==> config.mk <==
export PLATFORM = sky130hd
export DESIGN_NAME = sdram_req_scheduler
export DESIGN_NICKNAME = d
export VERILOG_FILES = /design/src/rtl/sdram_req_scheduler.sv
export SDC_FILE = /design/constraint.sdc
export NUM_CORES = 1
export LEC_CHECK = 0
export ABC_AREA = 1
export CAP_MARGIN = 20
export CORE_ASPECT_RATIO = 1.1
export CORE_UTILIZATION = 30
export CTS_CLUSTER_SIZE = 14
export DETAILED_ROUTE_END_ITERATION = 16
export GPL_ROUTABILITY_DRIVEN = 0
export PLACE_DENSITY = 0.71
export SYNTH_ARGS = -nofsm -noshare
export SYNTH_HDL_FRONTEND = slang
export SYNTH_SLANG_ARGS = --single-unit
==> constraint.sdc <==
create_clock -name clk -period 4 [get_ports clk]
set_input_delay 0.4 -clock clk [delete_from_list [all_inputs] [get_ports clk]]
set_output_delay 0.4 -clock clk [all_outputs]
set_load 0.03 [all_outputs]
==> src/rtl/sdram_req_scheduler.sv <==
// sdram_req_scheduler
//   Arbitrates three masters onto one 16-bit Avalon-style SDRAM bridge, with one
//   transaction in flight at a time. The fixed priority is audio (A) > init writer (I) > video (V).
//   If V has been held off by I for STARVE_LIMIT cycles, V is promoted above I.
//
// Ports
//   clk, reset_n                 system clock, asynchronous active-low reset
//   a_req/a_addr -> a_ack/a_rdata              audio read port
//   i_req/i_addr/i_wdata/i_be -> i_ack         init write port
//   v_req/v_addr -> v_ack/v_rdata              video read port
//   bridge_address/byte_enable/read/write/write_data -> bridge (byte address = {word,0})
//   bridge_acknowledge/bridge_read_data        completion strobe and read data from bridge
//   grant_id   0 none, 1 A, 2 I, 3 V (current or last owner)
//   busy       high while not IDLE
//   stall_err  sticky: an ISSUE phase lasted TIMEOUT_CYC cycles
module sdram_req_scheduler #(
    parameter int unsigned ADDR_W       = 25,
    parameter int unsigned STARVE_LIMIT = 64,
    parameter int unsigned TIMEOUT_CYC  = 4096
) (
    input  logic              clk,
    input  logic              reset_n,

    input  logic              a_req,
    input  logic [ADDR_W-1:0] a_addr,
    output logic              a_ack,
    output logic [15:0]       a_rdata,

    input  logic              i_req,
    input  logic [ADDR_W-1:0] i_addr,
    input  logic [15:0]       i_wdata,
    input  logic [1:0]        i_be,
    output logic              i_ack,

    input  logic              v_req,
    input  logic [ADDR_W-1:0] v_addr,
    output logic              v_ack,
    output logic [15:0]       v_rdata,

    output logic [ADDR_W:0]   bridge_address,
    output logic [1:0]        bridge_byte_enable,
    output logic              bridge_read,
    output logic              bridge_write,
    output logic [15:0]       bridge_write_data,
    input  logic              bridge_acknowledge,
    input  logic [15:0]       bridge_read_data,

    output logic [1:0]        grant_id,
    output logic              busy,
    output logic              stall_err
);

    localparam int unsigned SW = $clog2(STARVE_LIMIT + 1);
    localparam int unsigned TW = $clog2(TIMEOUT_CYC + 1);
    localparam logic [SW-1:0] STARVE_MAX = SW'(STARVE_LIMIT);
    localparam logic [TW-1:0] TO_MAX     = TW'(TIMEOUT_CYC);
    localparam logic [TW-1:0] TO_LAST    = TW'(TIMEOUT_CYC - 1);

    typedef enum logic [1:0] {
        ST_IDLE  = 2'd0,
        ST_ISSUE = 2'd1,
        ST_DONE  = 2'd2
    } state_t;

    typedef enum logic [1:0] {
        OWN_NONE = 2'd0,
        OWN_A    = 2'd1,
        OWN_I    = 2'd2,
        OWN_V    = 2'd3
    } owner_t;

    state_t        state, state_next;
    owner_t        winner;
    logic [SW-1:0] starve_cnt;
    logic [TW-1:0] timeout_cnt;
    logic          i_cycle;
    logic          v_granted;

    // Arbitration; it only takes effect in IDLE.
    always_comb begin
        winner = OWN_NONE;
        if (a_req)
            winner = OWN_A;
        else if (v_req && (starve_cnt == STARVE_MAX))
            winner = OWN_V;
        else if (i_req)
            winner = OWN_I;
        else if (v_req)
            winner = OWN_V;
    end

    always_ff @(posedge clk or negedge reset_n) begin
        if (!reset_n)
            state <= ST_IDLE;
        else
            state <= state_next;
    end

    always_comb begin
        state_next = state;
        case (state)
            ST_IDLE:  if (winner != OWN_NONE) state_next = ST_ISSUE;
            ST_ISSUE: if (bridge_acknowledge) state_next = ST_DONE;
            ST_DONE:  state_next = ST_IDLE;
            default:  state_next = ST_IDLE;
        endcase
    end

    always_ff @(posedge clk or negedge reset_n) begin
        if (!reset_n) begin
            bridge_address     <= '0;
            bridge_byte_enable <= '0;
            bridge_read        <= 1'b0;
            bridge_write       <= 1'b0;
            bridge_write_data  <= '0;
            a_ack              <= 1'b0;
            i_ack              <= 1'b0;
            v_ack              <= 1'b0;
            a_rdata            <= '0;
            v_rdata            <= '0;
            grant_id           <= '0;
            busy               <= 1'b0;
            timeout_cnt        <= '0;
            stall_err          <= 1'b0;
        end else begin
            a_ack <= 1'b0;
            i_ack <= 1'b0;
            v_ack <= 1'b0;
            busy  <= (state_next != ST_IDLE);
            case (state)
                ST_IDLE: begin
                    if (winner != OWN_NONE) begin
                        grant_id    <= winner;
                        timeout_cnt <= '0;
                        case (winner)
                            OWN_A: begin
                                bridge_address     <= {a_addr, 1'b0};
                                bridge_byte_enable <= 2'b11;
                                bridge_read        <= 1'b1;
                            end
                            OWN_I: begin
                                bridge_address     <= {i_addr, 1'b0};
                                bridge_byte_enable <= i_be;
                                bridge_write_data  <= i_wdata;
                                bridge_write       <= 1'b1;
                            end
                            default: begin
                                bridge_address     <= {v_addr, 1'b0};
                                bridge_byte_enable <= 2'b11;
                                bridge_read        <= 1'b1;
                            end
                        endcase
                    end
                end
                ST_ISSUE: begin
                    if (timeout_cnt != TO_MAX)
                        timeout_cnt <= timeout_cnt + TW'(1);
                    if (timeout_cnt == TO_LAST)
                        stall_err <= 1'b1;
                    if (bridge_acknowledge) begin
                        bridge_read  <= 1'b0;
                        bridge_write <= 1'b0;
                        case (grant_id)
                            OWN_A: begin
                                a_rdata <= bridge_read_data;
                                a_ack   <= 1'b1;
                            end
                            OWN_I: i_ack <= 1'b1;
                            OWN_V: begin
                                v_rdata <= bridge_read_data;
                                v_ack   <= 1'b1;
                            end
                            default: ;
                        endcase
                    end
                end
                default: ;
            endcase
        end
    end

    // V starves while I is winning or owns the bus. Audio traffic leaves the count untouched.
    assign i_cycle   = ((state == ST_IDLE) && (winner == OWN_I)) ||
                       ((state != ST_IDLE) && (grant_id == OWN_I));
    assign v_granted = (state == ST_IDLE) && (winner == OWN_V);

    always_ff @(posedge clk or negedge reset_n) begin
        if (!reset_n)
            starve_cnt <= '0;
        else if (!v_req || v_granted)
            starve_cnt <= '0;
        else if (i_cycle && (starve_cnt != STARVE_MAX))
            starve_cnt <= starve_cnt + SW'(1);
    end

endmodule
==> results of run 1 <==
## worst max-delay path: stages, from the launching register on
cell and delay, ns:
dfrtp_1 0.41, inv_1 0.12, ha_1 0.17, nand3_1 0.07, nor2_1 0.21, nand2_1 0.08, nand3b_1 0.18, ha_1 0.26
buf_4 0.22, inv_1 0.61, nand2_1 0.13, a21oi_1 0.16
## metal layers
layer / GRT usage (%) / vias to the layer above / share of wire, %
li1: - / 2372 / -
met1: 20.6 / 2227 / 42
met2: 30.0 / 143 / 49
met3: 4.44 / 10 / 7.2
met4: 4.38 / 0 / 0.90
met5: 0 / - / 0
## flip-flops by register name, indices dropped and copies added (netlist names), 2 cells and up
name                cells
a_rdata                16
bridge_address         25
bridge_byte_enable      2
bridge_write_data      16
grant_id                2
starve_cnt              7
state                   2
timeout_cnt            13
v_rdata                16
## through the flow
stage                     setup slack [ns]  hold slack (ns)  power [mW]  utilization [%]  instance area, µm²
after detailed placement              1.05            0.423        4.45             43.9                7240
after CTS                             1.22           0.0479        5.37             45.7                7540
after global placement                1.12            0.418        4.43             43.9                7240
after floorplan                       1.85            0.104        3.30                -                5120
final                                 1.27           0.0328        5.31             45.7                7540
after global routing                 0.929           0.0748        5.64             45.7                7540
## cell usage in the layout (no fill, tap or decap), types with 8 or more instances in the layout
master,netlist,routed
clkbuf_16,0,9
inv_1,30,30
buf_4,5,8
ha_1,8,8
a21oi_1,51,51
nor2_1,48,47
o21ai_1,17,17
o21ai_0,27,27
a22o_1,25,25
dfrtp_1,106,106
nand2_1,213,213
clkdlybuf4s50_1,0,197
nand3_1,23,23
## kinds of logic (layout without fill, tap and decap cells)
family,count (synthesis),after routing
simple gates,305,305
compound gates,127,127
xor+xnor,6,6
buf+inv,64,254
fa+ha+maj,8,8
flops,106,106
other cells,1,1
## Yosys cell counts
cell type	number	area (µm²)
a21o_1	1	7.51
nor2_2	2	12.5
nand2_4	1	11.3
a22o_1	25	219
inv_2	3	11.3
nand4_1	5	31.3
a21oi_1	51	255
nor2_4	2	22.5
nand2_2	1	6.26
o22a_1	2	17.5
nand3b_1	2	15.0
o21bai_1	1	7.51
a21oi_2	1	8.76
nor2_1	48	180
o21ai_0	27	135
o21ai_1	17	85.1
nor2_8	2	40.0
buf_2	12	60.1
nand2_1	213	800
buf_6	2	22.5
o21ai_2	1	8.76
clkbuf_1	12	45.0
nand3_1	23	115
inv_1	30	113
dfrtp_1	106	2650
ha_1	8	100
xnor2_1	2	17.5
conb_1	1	3.75
nor3_1	5	25.0
or2_2	1	6.26
o2bb2ai_1	1	8.76
xor2_1	4	35.0
buf_4	5	37.5
## layout make-up
class	instances	area [µm²]
multi-input cells	447	2180
clock buffers	10	229
clock inverters	6	66.3
well taps	204	255
flip-flops and latches	106	2650
fillers	1606	8960
inverters	33	124
repair buffers	205	2030
## worst max path at each step
stage | start | cells past startpoint | to | slack [ns]
3_5_place_dp | v_req | 9 | bridge_address[20] | 1.05
5_1_grt | starve_cnt[0] | 13 | bridge_byte_enable[1] | 0.93
4_1_cts | starve_cnt[0] | 11 | bridge_address[20] | 1.22
6_report | starve_cnt[0] | 11 | bridge_address[20] | 1.27
3_3_place_gp | v_req | 9 | bridge_address[21] | 1.12
2_1_floorplan | starve_cnt[0] | 16 | starve_cnt[4] | 1.85
## power by group through the flow
stage,registers [mW],clock network (mW),logic [mW]
final,1.73,0.893,2.69
after global routing,1.78,0.964,2.89
after CTS,1.73,0.919,2.72
after detailed placement,1.74,0,2.72
after global placement,1.73,0,2.69
after floorplan,2.47,0,0.829
==> flow_summary.html, run 1 <==
<table>
<tr><th>Metric</th><th>Value</th></tr>
<tr><th colspan="2">Power and ir drop</th></tr>
<tr><td>Static power due to leakage</td><td>3.43 nW</td></tr>
<tr><td>Highest ir drop seen on vdd</td><td>approximately 0.00038 V</td></tr>
<tr><td>Net Sw Power</td><td>2.30 mW</td></tr>
<tr><td>Internal</td><td>3.01 mW</td></tr>
<tr><td>Relative contribution of the clock network to total power</td><td>16.8%</td></tr>
<tr><td>Logic gate share of total power</td><td>50.6%</td></tr>
<tr><td>Part of the total power dissipated in sequential elements</td><td>between 30% and 40%</td></tr>
<tr><td>Fraction of power spent switching nets</td><td>43.4%</td></tr>
<tr><td>Areal power density over the cells</td><td>~700 nW/µm²</td></tr>
<tr><th colspan="2">Finish</th></tr>
<tr><td>Area growth from synthesis to layout</td><td>47.3%</td></tr>
<tr><td>Count of inserted antenna diode cells</td><td>0</td></tr>
<tr><td>Post-layout instance count excluding filler cells</td><td>between 1k and 1.5k</td></tr>
<tr><td>Post-layout nets</td><td>925</td></tr>
<tr><td>Share of cells above drive strength 1</td><td>4.71%</td></tr>
<tr><th colspan="2">Placement</th></tr>
<tr><td>Hpwl dp</td><td>10.4 mm</td></tr>
<tr><td>Number of buffer cells added on primary ports</td><td>198</td></tr>
<tr><td>Number of placed cells counting well taps</td><td>995</td></tr>
<tr><th colspan="2">CTS</th></tr>
<tr><td>Number of levels the H-tree was split into</td><td>3</td></tr>
<tr><td>Total clock buffers created by CTS</td><td>9</td></tr>
<tr><td>Hold_buf cts</td><td>0</td></tr>
<tr><td>Number of setup buffers added after CTS</td><td>0</td></tr>
<tr><td>Worst-path clk slew</td><td>0.08 ns</td></tr>
<tr><td>Clock root cell</td><td>clkbuf_16</td></tr>
<tr><td>TritonCTS clock tree</td><td>yes</td></tr>
<tr><td>Source-to-sink clock delay at the later pin of the worst-skew pair</td><td>0.35 ns</td></tr>
<tr><td>Post-CTS resize count</td><td>0</td></tr>
<tr><td>Number of buffers on the longest clock path</td><td>2</td></tr>
<tr><td>CTS sink count</td><td>around 110</td></tr>
<tr><th colspan="2">Global routing</th></tr>
<tr><td>Pin count of the biggest net entering global routing</td><td>42</td></tr>
<tr><td>Residual overflow from global routing</td><td>0</td></tr>
<tr><td>Global-route wire length before repair</td><td>~24 mm</td></tr>
<tr><td>Via count of the first global-routing pass</td><td>4803</td></tr>
<tr><td>Number of antenna violations at the first check in global routing</td><td>0</td></tr>
<tr><td>Overall track demand over capacity in global routing</td><td>17.0%</td></tr>
<tr><th colspan="2">Drt</th></tr>
<tr><td>Number of vias in the routed layout</td><td>roughly 4.8k</td></tr>
<tr><td>ANT nets after route</td><td>0</td></tr>
<tr><td>Detailed-route vias per instance</td><td>4.70</td></tr>
<tr><td>Routed wire length per instance</td><td>14.5 µm</td></tr>
<tr><td>Number of DRC markers in iteration 0</td><td>~250</td></tr>
<tr><td>TritonRoute pass-1 iters</td><td>4</td></tr>
<tr><td>Number of remaining DRC errors</td><td>0</td></tr>
<tr><td>Final wirelength</td><td>between 10 and 15 mm</td></tr>
<tr><th colspan="2">STA</th></tr>
<tr><td>Min Clock Period, post-route</td><td>2.73 ns</td></tr>
<tr><td>Final Hold Fails</td><td>0</td></tr>
<tr><td>Number of pins with negative max-slew slack in the final report</td><td>0</td></tr>
<tr><td>Max-slew headroom at the worst pin</td><td>36.1%</td></tr>
<tr><td>Unrepaired setup endpoints after global routing</td><td>false</td></tr>
<tr><td>Final Cycle Share</td><td>68.1%</td></tr>
<tr><td># setup viols final</td><td>0</td></tr>
<tr><td>Largest clock skew in the final design</td><td>0.0106 ns</td></tr>
<tr><td>Post-route setup TNS</td><td>0 ns</td></tr>
<tr><td>Highest achievable clock rate</td><td>approximately 370 MHz</td></tr>
<tr><td>Worst slew pin tran</td><td>0.958 ns</td></tr>
<tr><th colspan="2">Synthesis</th></tr>
<tr><td>Synthesized net count</td><td>740</td></tr>
<tr><td>Total number of yosys warnings</td><td>0</td></tr>
<tr><td>Seq/Total Area, Yosys</td><td>51.8%</td></tr>
<tr><td>Count of unique library cells instantiated by Yosys</td><td>33</td></tr>
<tr><td>Post-synthesis xor/xnor area fraction</td><td>1.03%</td></tr>
<tr><td>Cell area after synthesis</td><td>5120 µm²</td></tr>
<tr><td>Synthesized-area fraction occupied by ao, oa, aoi and oai cells</td><td>14.7%</td></tr>
<tr><td>Mux contribution to synthesized area</td><td>0%</td></tr>
<tr><td>Post-Syn Area per Cell</td><td>8.29 µm²</td></tr>
<tr><td>Main combinational cell family by area after synthesis</td><td>simple AND/OR/NAND/NOR gates</td></tr>
<tr><td>Arithmetic-cell share of the synthesized area counting full adders, half adders and majority gates</td><td>1.96%</td></tr>
<tr><td>Mapped Cells</td><td>617</td></tr>
<tr><td>Simple-gate area share of the yosys netlist</td><td>24.7%</td></tr>
<tr><td>Register bit count reported by yosys</td><td>106</td></tr>
<tr><th colspan="2">Setup path</th></tr>
<tr><td>Register-to-register path setup slack</td><td>1.27 ns</td></tr>
<tr><td>Startpoint class of the critical path</td><td>flop</td></tr>
<tr><td>CP Capture Type</td><td>flop</td></tr>
<tr><td>Number of cells traversed by the worst register-to-register path</td><td>11</td></tr>
<tr><td>Reg2reg end</td><td>bridge_address[20]</td></tr>
<tr><td>Launch instance of the worst register-to-register path</td><td>starve_cnt[0]</td></tr>
<tr><td>Endpoint required time on the critical path</td><td>4.27 ns</td></tr>
<tr><td>Largest fanout of any net on the critical path</td><td>26</td></tr>
<tr><td>Class of the most critical setup path</td><td>reg -&gt; reg</td></tr>
<tr><td>Worst Path Arrival</td><td>2.99 ns</td></tr>
<tr><th colspan="2">Die</th></tr>
<tr><td>Full die area</td><td>17600 µm²</td></tr>
<tr><td>Die outline width</td><td>127 µm</td></tr>
<tr><td>Die height</td><td>~140 µm</td></tr>
<tr><td>Core Region</td><td>about 16000 µm²</td></tr>
<tr><td>Rows</td><td>just under 50</td></tr>
<tr><td>Ports</td><td>200</td></tr>
<tr><td>Effective utilization at floorplan</td><td>a little under a third</td></tr>
<tr><th colspan="2">Run status</th></tr>
<tr><td>Status</td><td>completed</td></tr>
<tr><th colspan="2">Run</th></tr>
<tr><td>Max Cap Viol</td><td>0</td></tr>
<tr><th colspan="2">Min path</th></tr>
<tr><td>Type of the worst min-delay path</td><td>in -&gt; async</td></tr>
</table>
Note: power is estimated with default switching activity, not from simulation.
==> inputs of run 2 (changes only) <==
==> constraint.sdc (replaced) <==
create_clock -name clk -period 2.52 [get_ports clk]
set_input_delay 0.252 -clock clk [delete_from_list [all_inputs] [get_ports clk]]
set_output_delay 0.252 -clock clk [all_outputs]
set_load 0.03 [all_outputs]
==> run 2 against run 1 <==
Compared with the run above: clock power is 70% higher; global-route usage is 0.083 points higher; critical endpoint is now bridge_byte_enable[1]; critical path type unchanged; highest routed layer unchanged; worst setup slack worse by 1.0 ns; largest power group unchanged.
==> flow_summary.html, run 2 (same netlist as run 1, synthesis figures left out) <==
<table>
<tr><th>Metric</th><th>Value</th></tr>
<tr><th colspan="2">Drt</th></tr>
<tr><td>Number of DRC markers in iteration 0</td><td>189</td></tr>
<tr><td>Number of vias in the routed layout</td><td>4815</td></tr>
<tr><td>Final wirelength</td><td>14.6 mm</td></tr>
<tr><td>TritonRoute pass-1 iters</td><td>4</td></tr>
<tr><td>Routed wire length per instance</td><td>14.3 µm</td></tr>
<tr><td>Detailed-route vias per instance</td><td>4.73</td></tr>
<tr><td>ANT nets after route</td><td>0</td></tr>
<tr><td>Number of remaining DRC errors</td><td>0</td></tr>
<tr><th colspan="2">Global routing</th></tr>
<tr><td>Residual overflow from global routing</td><td>0</td></tr>
<tr><td>Via count of the first global-routing pass</td><td>a little under 5k</td></tr>
<tr><td>Pin count of the biggest net entering global routing</td><td>43</td></tr>
<tr><td>Number of antenna violations at the first check in global routing</td><td>0</td></tr>
<tr><td>Overall track demand over capacity in global routing</td><td>17.1%</td></tr>
<tr><td>Global-route wire length before repair</td><td>about 24 mm</td></tr>
<tr><th colspan="2">Finish</th></tr>
<tr><td>Most used cells in the layout excluding fill and tap cells</td><td>nand2_1 (212), clkdlybuf4s50_1 (197), dfrtp_1 (106)</td></tr>
<tr><td>Fill cells</td><td>~1.6k</td></tr>
<tr><td>Post-layout nets</td><td>a little over 900</td></tr>
<tr><td>Share of cells above drive strength 1</td><td>5.89%</td></tr>
<tr><td>Flip-flop and latch area</td><td>around 2700 µm²</td></tr>
<tr><td>Final core occ</td><td>46.3%</td></tr>
<tr><td>Cell area after layout</td><td>7640 µm²</td></tr>
<tr><td>Most common cell after layout, fill and taps aside</td><td>nand2_1</td></tr>
<tr><td>Area growth from synthesis to layout</td><td>49.3%</td></tr>
<tr><td>Area of the multi-input gates</td><td>around 2200 µm²</td></tr>
<tr><td>Post-layout instance count excluding filler cells</td><td>1019</td></tr>
<tr><td>Most flops, register</td><td>bridge_address</td></tr>
<tr><td>Count of inserted antenna diode cells</td><td>0</td></tr>
<tr><td>Flip-flop count of the largest register, all copies and words added</td><td>25</td></tr>
<tr><th colspan="2">Die</th></tr>
<tr><td>Die height</td><td>around 140 µm</td></tr>
<tr><td>Full die area</td><td>between 15000 and 20000 µm²</td></tr>
<tr><td>Die outline width</td><td>127 µm</td></tr>
<tr><td>Effective utilization at floorplan</td><td>between 30 and 40%</td></tr>
<tr><td>Rows</td><td>49</td></tr>
<tr><td>Core Region</td><td>16500 µm²</td></tr>
<tr><td>Ports</td><td>200</td></tr>
<tr><th colspan="2">Power and ir drop</th></tr>
<tr><td>Areal power density over the cells</td><td>1120 nW/µm²</td></tr>
<tr><td>Highest ir drop seen on vdd</td><td>0.000710 V</td></tr>
<tr><td>Static power due to leakage</td><td>approximately 3.5 nW</td></tr>
<tr><td>Post-layout power</td><td>about 8.6 mW</td></tr>
<tr><th colspan="2">Placement</th></tr>
<tr><td>Hpwl dp</td><td>10.2 mm</td></tr>
<tr><td>Number of buffer cells added on primary ports</td><td>between 150 and 200</td></tr>
<tr><td>Number of placed cells counting well taps</td><td>1002</td></tr>
<tr><td>Placement Setup Slack</td><td>0.0776 ns</td></tr>
<tr><td>Cell area reported after detailed placement</td><td>7310 µm²</td></tr>
<tr><th colspan="2">Setup path</th></tr>
<tr><td>Library cell contributing the largest single delay on the critical path</td><td>dfrtp_1</td></tr>
<tr><td>Critical Path Max Stage Delay</td><td>0.40 ns</td></tr>
<tr><td>CP Buf/Inv Count</td><td>5</td></tr>
<tr><td>Largest fanout of any net on the critical path</td><td>19</td></tr>
<tr><td>Worst Path Arrival</td><td>2.54 ns</td></tr>
<tr><td>Startpoint class of the critical path</td><td>flop</td></tr>
<tr><td>CP Capture Type</td><td>flop</td></tr>
<tr><td>Critical path launch point</td><td>starve_cnt[0]</td></tr>
<tr><td>Endpoint required time on the critical path</td><td>2.76 ns</td></tr>
<tr><td>Critical-path cell list</td><td>inv_1 &gt; ha_1 &gt; nand3_1 &gt; nor2_1 &gt; nand2_1 &gt; nand3b_1 &gt; inv_1 &gt; ha_1 &gt; inv_1 &gt; nand2_1 &gt; buf_4 &gt; nor2_4 &gt; inv_2 &gt; o22a_1</td></tr>
<tr><td>Category of cells accounting for the largest share of critical-path delay</td><td>simple AND/OR/NAND/NOR gates</td></tr>
<tr><td>Class of the most critical setup path</td><td>reg -&gt; reg</td></tr>
<tr><td>Cell type with the highest occurrence count on the critical path</td><td>inv_1</td></tr>
<tr><td>Launch instance of the worst register-to-register path</td><td>starve_cnt[0]</td></tr>
<tr><th colspan="2">STA</th></tr>
<tr><td>Highest achievable clock rate</td><td>436 MHz</td></tr>
<tr><td>Max-slew headroom at the worst pin</td><td>61.8%</td></tr>
<tr><td># setup viols final</td><td>0</td></tr>
<tr><td>Unrepaired setup endpoints after global routing</td><td>false</td></tr>
<tr><td>Number of pins with negative max-slew slack in the final report</td><td>0</td></tr>
<tr><td>Largest clock skew in the final design</td><td>0.00999 ns</td></tr>
<tr><td>Final Cycle Share</td><td>91.1%</td></tr>
<tr><td>Final Hold Fails</td><td>0</td></tr>
<tr><td>Post-route setup slack</td><td>roughly 0.23 ns</td></tr>
<tr><td>Worst hold slack after final layout</td><td>0.430 ns</td></tr>
<tr><td>Min Clock Period, post-route</td><td>2.29 ns</td></tr>
<tr><td>Worst slew pin tran</td><td>roughly 0.57 ns</td></tr>
<tr><td>Post-route setup TNS</td><td>0 ns</td></tr>
<tr><th colspan="2">CTS</th></tr>
<tr><td>Clock root cell</td><td>clkbuf_16</td></tr>
<tr><td>Number of levels the H-tree was split into</td><td>3</td></tr>
<tr><td>Number of buffers on the longest clock path</td><td>2</td></tr>
<tr><td>Number of setup buffers added after CTS</td><td>0</td></tr>
<tr><td>Worst-path clk slew</td><td>0.07 ns</td></tr>
<tr><td>CTS sink count</td><td>106</td></tr>
<tr><td>Total clock buffers created by CTS</td><td>9</td></tr>
<tr><td>Source-to-sink clock delay at the later pin of the worst-skew pair</td><td>0.35 ns</td></tr>
<tr><td>TritonCTS clock tree</td><td>yes</td></tr>
<tr><th colspan="2">Min path</th></tr>
<tr><td>Type of the worst min-delay path</td><td>in -&gt; async</td></tr>
<tr><th colspan="2">Run</th></tr>
<tr><td>Max Cap Viol</td><td>0</td></tr>
<tr><th colspan="2">Run status</th></tr>
<tr><td>Status</td><td>completed</td></tr>
</table>
[run 2: final cells by class]
type                    count  share of cell area [%]
clock buffers               9                    2.95
clock inverters             7                    1.21
flip-flops and latches    106                    34.7
multi-input cells         447                    28.6
repair buffers            213                    27.6
inverters                  33                    1.62
well taps                 204                    3.34
[run 2: worst reg2reg max path, delay by kind of cell, from the launching register on]
kind | cells | cell delay (ns)
DFF | 1 | 0.40
buffers and inverters | 5 | 0.60
adders and majority gates | 2 | 0.37
AOI/OAI and AO/OA | 1 | 0.20
and+or+nand+nor | 6 | 0.61
[run 2: routing by layer]
metal,vias to the layer above,share of wire [%],wire length [µm],global-route usage (%)
li1,2390,-,-,-
met1,2272,44,6370,21.5
met2,139,48,6940,28.4
met3,14,7.5,1090,5.17
met4,0,1.2,178,4.88
met5,-,0,0,0
[run 2: path summary, 6_finish.rpt]
path / to / slack (ns) / cells after the start
setup / recovery: bridge_byte_enable[1] / 0.23 / 14
hold / removal: timeout_cnt[12] / 0.43 / 2
min in group clk: bridge_write_data[15] / 0.43 / 3
setup reg to reg: bridge_byte_enable[1] / 0.23 / 14
max in group asynchronous: bridge_address[6] / 1.31 / 3
hold reg to reg: bridge_write_data[15] / 0.47 / 2
[run 2: what timing repair did]
item,CTS,global route
hold endpoints to repair,40,0
setup endpoints to repair,0,37
resized for setup,0,2
hold buffers,1,0
[run 2: where the power goes]
group	internal (mW)	total, mW	switching, mW
clock	0.871	1.52	0.650
sequential	2.35	2.75	0.392
combinational	1.68	4.30	2.62
total	4.90	8.57	3.66
